$ cat src/rtl/bcd_to_hex_seq.sv
// rtl/bcd_to_hex_seq.sv - iterative BCD-to-binary converter (reverse double-dabble)
// Optional build macro BCD_TO_HEX_SATURATE_EN clamps an overflowing result to all ones.
module bcd_to_hex_seq #(
  parameter int DIGITS    = 3,
  parameter int BIN_WIDTH = 8
) (
  input  logic                  clk,
  input  logic                  resetN,
  input  logic                  start,
  input  logic [4*DIGITS-1:0]   bcdValue,
  output logic                  busy,
  output logic                  hexValid,
  output logic [BIN_WIDTH-1:0]  hexValue,
  output logic                  overflow,
  output logic                  digitError
);

  localparam int BCD_W = 4 * DIGITS;
  localparam int CNT_W = $clog2(BIN_WIDTH + 1);

  typedef enum logic [1:0] {IDLE, SHIFT, DONE} state_t;

  state_t               r_state, w_state_next;
  logic [BCD_W-1:0]     r_bcd, w_bcd_next;
  logic [BIN_WIDTH-1:0] r_bin, w_bin_next;
  logic [CNT_W-1:0]     r_cnt, w_cnt_next;
  logic                 r_err, w_err_next;
  logic                 r_busy, w_busy_next;
  logic                 r_valid, w_valid_next;
  logic [BIN_WIDTH-1:0] r_hex, w_hex_next;
  logic                 r_ovf, w_ovf_next;
  logic                 r_derr, w_derr_next;

  logic [BCD_W+BIN_WIDTH-1:0] w_shifted;
  logic [BCD_W-1:0]           w_bcd_shift;
  logic [BCD_W-1:0]           w_bcd_corr;
  logic                       w_bad_digit;
  logic                       w_ovf_calc;

  assign w_shifted   = {r_bcd, r_bin} >> 1;
  assign w_bcd_shift = w_shifted[BCD_W+BIN_WIDTH-1:BIN_WIDTH];
  assign w_ovf_calc  = (r_bcd != '0);

  // Halving a BCD number: a digit that received a carried-in 1 (weight 10/2=5) must lose 3.
  always_comb begin
    w_bcd_corr = w_bcd_shift;
    for (int i = 0; i < DIGITS; i++) begin
      if (w_bcd_shift[4*i +: 4] >= 4'd8) begin
        w_bcd_corr[4*i +: 4] = w_bcd_shift[4*i +: 4] - 4'd3;
      end
    end
  end

  always_comb begin
    w_bad_digit = 1'b0;
    for (int i = 0; i < DIGITS; i++) begin
      if (bcdValue[4*i +: 4] > 4'd9) begin
        w_bad_digit = 1'b1;
      end
    end
  end

  always_ff @(posedge clk or negedge resetN) begin
    if (!resetN) begin
      r_state <= IDLE;
    end else begin
      r_state <= w_state_next;
    end
  end

  always_comb begin
    w_state_next = r_state;
    w_bcd_next   = r_bcd;
    w_bin_next   = r_bin;
    w_cnt_next   = r_cnt;
    w_err_next   = r_err;
    w_busy_next  = r_busy;
    w_valid_next = 1'b0;
    w_hex_next   = r_hex;
    w_ovf_next   = r_ovf;
    w_derr_next  = r_derr;
    case (r_state)
      IDLE: begin
        w_busy_next = 1'b0;
        if (start) begin
          w_bcd_next   = bcdValue;
          w_bin_next   = '0;
          w_cnt_next   = '0;
          w_err_next   = w_bad_digit;
          w_busy_next  = 1'b1;
          w_state_next = w_bad_digit ? DONE : SHIFT;
        end
      end
      SHIFT: begin
        w_bcd_next = w_bcd_corr;
        w_bin_next = w_shifted[BIN_WIDTH-1:0];
        w_cnt_next = r_cnt + CNT_W'(1);
        if (r_cnt == CNT_W'(BIN_WIDTH - 1)) begin
          w_state_next = DONE;
        end
      end
      DONE: begin
        // Results land on the edge leaving DONE so the hexValid cycle is already IDLE.
        w_state_next = IDLE;
        w_valid_next = 1'b1;
        w_derr_next  = r_err;
        if (r_err) begin
          w_hex_next = '0;
          w_ovf_next = 1'b0;
        end else begin
          w_ovf_next = w_ovf_calc;
`ifdef BCD_TO_HEX_SATURATE_EN
          w_hex_next = w_ovf_calc ? {BIN_WIDTH{1'b1}} : r_bin;
`else
          w_hex_next = r_bin;
`endif
        end
      end
      default: begin
        w_state_next = IDLE;
      end
    endcase
  end

  always_ff @(posedge clk or negedge resetN) begin
    if (!resetN) begin
      r_bcd   <= '0;
      r_bin   <= '0;
      r_cnt   <= '0;
      r_err   <= 1'b0;
      r_busy  <= 1'b0;
      r_valid <= 1'b0;
      r_hex   <= '0;
      r_ovf   <= 1'b0;
      r_derr  <= 1'b0;
    end else begin
      r_bcd   <= w_bcd_next;
      r_bin   <= w_bin_next;
      r_cnt   <= w_cnt_next;
      r_err   <= w_err_next;
      r_busy  <= w_busy_next;
      r_valid <= w_valid_next;
      r_hex   <= w_hex_next;
      r_ovf   <= w_ovf_next;
      r_derr  <= w_derr_next;
    end
  end

  assign busy       = r_busy;
  assign hexValid   = r_valid;
  assign hexValue   = r_hex;
  assign overflow   = r_ovf;
  assign digitError = r_derr;

endmodule

$ cat config.mk
export PLATFORM = sky130hd
export DESIGN_NAME = bcd_to_hex_seq
export DESIGN_NICKNAME = d
export VERILOG_FILES = /design/src/rtl/bcd_to_hex_seq.sv
export SDC_FILE = /design/constraint.sdc
export NUM_CORES = 1
export LEC_CHECK = 0
export CAP_MARGIN = 10
export CORE_ASPECT_RATIO = 1.5
export CORE_MARGIN = 8
export CORE_UTILIZATION = 30
export DETAILED_ROUTE_END_ITERATION = 10
export RECOVER_POWER = 25
export SYNTH_ARGS = -nofsm -noshare
export SYNTH_HDL_FRONTEND = slang
export SYNTH_SLANG_ARGS = --single-unit
$ cat constraint.sdc
create_clock -name clk -period 1.2 [get_ports clk]
set_input_delay 0.18 -clock clk [delete_from_list [all_inputs] [get_ports clk]]
set_output_delay 0.18 -clock clk [all_outputs]
set_load 0.05 [all_outputs]
==> qor.yml <==
power_and_ir_drop:
  p_leak_nw: 1.376
  power.density_nw_per_um2: 2320
  finalPower_mw: 7.217
  ir_drop_mv: 0.8401
finish:
  layout.nets: 286
  num_antenna_cells: 0
  synthToLayoutAreaGrowth_pct: 59.26
  drive_above_1_share: 0.4345
min_path:
  hold_class: "input port to flip-flop"
clock_tree:
  clock_sinks: 39
  htree_num_levels: 2
  root_buffer: "clkbuf_8"
  cts_tree: "done"
  clk_latency_ps: 290
  cts_buffers: 5
  clock_path_buffers: 2
  cts.clk_slew.worst_paths_ps: 80
route:
  first_pass_iters: 4
  post_drt_wl_per_cell_um: 14.64
  dr_wl_met2_mm: 2.759
  routed_wl_mm: 5.023
  met1Wirelength_mm: 1.948
  top_layer: "met4"
  drc: 0
  via_per_inst: 4.863
  drtAntennaViolNets: 0
  vias: 1668
  route.met3.wl_um: 243
  drt-initial-drc-count: 45
global_routing:
  grt_pass1_wl_mm: 8.114
  antenna_found_initial: 0
  grt_start_max_net_pins: 40
  track_usage: 0.1099
  grt_pass1_vias: 1733
  overflow: 0
sta:
  setup_viol: 18
  whs_ps: 479.7
  skew_ps: 5.588
  min_period_ps: 1274
  timing_hold_violations_final: 0
  slew_headroom: 0.6251
  rsz0062_at_grt: "yes"
  clock.fmax_mhz: 784.6
  slew_violations: 0
  tightest_slew_ps: 562.4
  period_share: 1.062
  fin_ws_ps: -74.49
synthesis:
  netlist_instances: 201
  yosysWarningCount: 0
  syn_area_per_cell_um2: 9.717
  ys_ff_latch: 39
  async_reset_ff_frac: 1.000
  yosysSeqAreaShare: 0.4997
  synth-edff-count: 0
  synthFlopType: "dfrtp_1"
  netlist_area_um2: 1953
  syn_nets: 221
  yosysUniqueCellTypes: 35
status:
  status: "complete, but fails checks"
  violations: "setup timing"
die:
  die_area_um2: 9401
  die-width_um: 81.88
  ios: 27
  rows: 36
  start_util: 0.3054
  core_um2: 6396
  die_h_um: 114.8
placed_design:
  io_buffers: 26
  hpwl_mm: 3.545
  gp_routability_congestion: 0.7947
  pre_cts_ws_ps: -402.1
worst_setup_path:
  setup.worst_path.end_class: "flip-flop"
  cp.required_ps: 1380
  path_max_fanout: 5
  reg2reg_slack_ps: -70
  critPathKind: "flip-flop to flip-flop"
  start_kind: "flip-flop"
  cp.arrival_ps: 1460
flow_run:
  cap_viol_max_count: 0
[synth_stat cells (all sizes together) (2+ instances only)]
master / count / area [um^2]
o22ai: 9 / 56.30
nand3: 22 / 155.2
dfrtp: 39 / 975.9
xor2: 3 / 26.28
nor4: 3 / 18.77
ha: 5 / 62.56
inv: 9 / 33.78
buf: 10 / 56.30
mux2: 3 / 33.78
a22o: 2 / 17.52
xnor2: 2 / 17.52
o211ai: 2 / 15.01
o22a: 2 / 17.52
nand2: 38 / 142.6
a21oi: 6 / 30.03
or2b: 2 / 15.01
nor2: 4 / 15.01
nand2b: 10 / 62.56
clkbuf: 2 / 7.510
o21ai: 14 / 70.06
a2bb2oi: 2 / 17.52
nor2b: 3 / 18.77
[worst paths after layout]
kind	startpoint	end	depth (start not counted)
worst max-delay path	r_state[1]	r_bcd[9]	4
worst min-delay path	bcdValue[8]	r_bcd[8]	3
worst max register to register	r_state[1]	r_bcd[9]	4
worst min register to register	r_bin[0]	r_bin[0]	2
max in group asynchronous	resetN	r_state[0]	3
min in group asynchronous	resetN	hexValue[0]	3
[layer usage]
| metal | track usage | up-vias |
|---|---|---|
| li1 | - | 820 |
| met1 | 0.1188 | 811 |
| met2 | 0.1961 | 31 |
| met3 | 0.02660 | 6 |
| met4 | 0.04353 | 0 |
| met5 | 0 | - |
[repair_timing]
action / CTS / global route
hold buffers: 1 / 0
resized for setup: 29 / 28
pin swaps: 14 / 8
hold endpoints to repair: 39 / 0
setup buffers: 2 / 3
setup endpoints to repair: 23 / 36
[through the flow]
step / util / cell area [um^2] / TNS [ps] / cells
detailed placement: 0.4174 / 2670 / -7897 / 329
global route: 0.4863 / 3110 / -1959 / 343
CTS: 0.4660 / 2980 / -980.3 / 340
finish: 0.4863 / 3110 / -759.5 / 343
floorplan: - / 1972 / -509.6 / 201
global placement: 0.4174 / 2670 / -7515 / 329
[power breakdown]
part | total, mW | internal (mW) | switching (mW)
sequential | 2.29 | 1.73 | 0.559
clock | 1.31 | 0.832 | 0.474
combinational | 3.62 | 1.93 | 1.69
total | 7.22 | 4.50 | 2.72
[logic make-up after synthesis]
group / after synthesis / synth area share
simple gates: 86 / 0.2434
fa+ha+maj: 5 / 0.03203
buf+inv: 21 / 0.04997
compound gates: 42 / 0.1352
flops: 39 / 0.4997
xor+xnor: 5 / 0.02243
mux: 3 / 0.01730
[final cells by class]
class | count | area [um^2]
Clock buffer | 6 | 72.57
Clock inverter | 2 | 60.06
Fill cell | 593 | 3286
Inverter | 9 | 37.54
Multi-Input combinational cell | 141 | 1097
Sequential cell | 39 | 978.4
Tap cell | 76 | 95.09
Timing Repair Buffer | 70 | 769.5
[sequential cells by signal, indices dropped and copies added (netlist names)]
| signal | count |
|---|---|
| busy | 1 |
| digitError | 1 |
| hexValid | 1 |
| hexValue | 8 |
| overflow | 1 |
| r_bcd | 12 |
| r_bin | 8 |
| r_cnt | 4 |
| r_err | 1 |
| r_state | 2 |
[layout by cell type (no fill, tap or decap), drive strengths merged, types with 2 or more instances in the layout]
cell | synthesis | layout
a22o | 2 | 2
bufinv | 0 | 2
o22a | 2 | 2
nand2b | 10 | 10
nor2b | 3 | 3
a21oi | 6 | 6
clkbuf | 2 | 7
dfrtp | 39 | 39
nand3 | 22 | 22
o211ai | 2 | 2
xor2 | 3 | 3
mux2 | 3 | 3
nor2 | 4 | 4
xnor2 | 2 | 2
o22ai | 9 | 9
buf | 10 | 55
a2bb2oi | 2 | 2
ha | 5 | 5
o21ai | 14 | 14
inv | 9 | 8
clkdlybuf4s50 | 0 | 13
nor4 | 3 | 3
or2b | 2 | 2
nand2 | 38 | 38
[critical path, stage by stage (launching register included)]
cell and delay, ps:
dfrtp_2 440, or3b_4 450, buf_6 150, nand3_2 70, nand3_2 60
No activity file was read; power rests on OpenSTA's default activity.
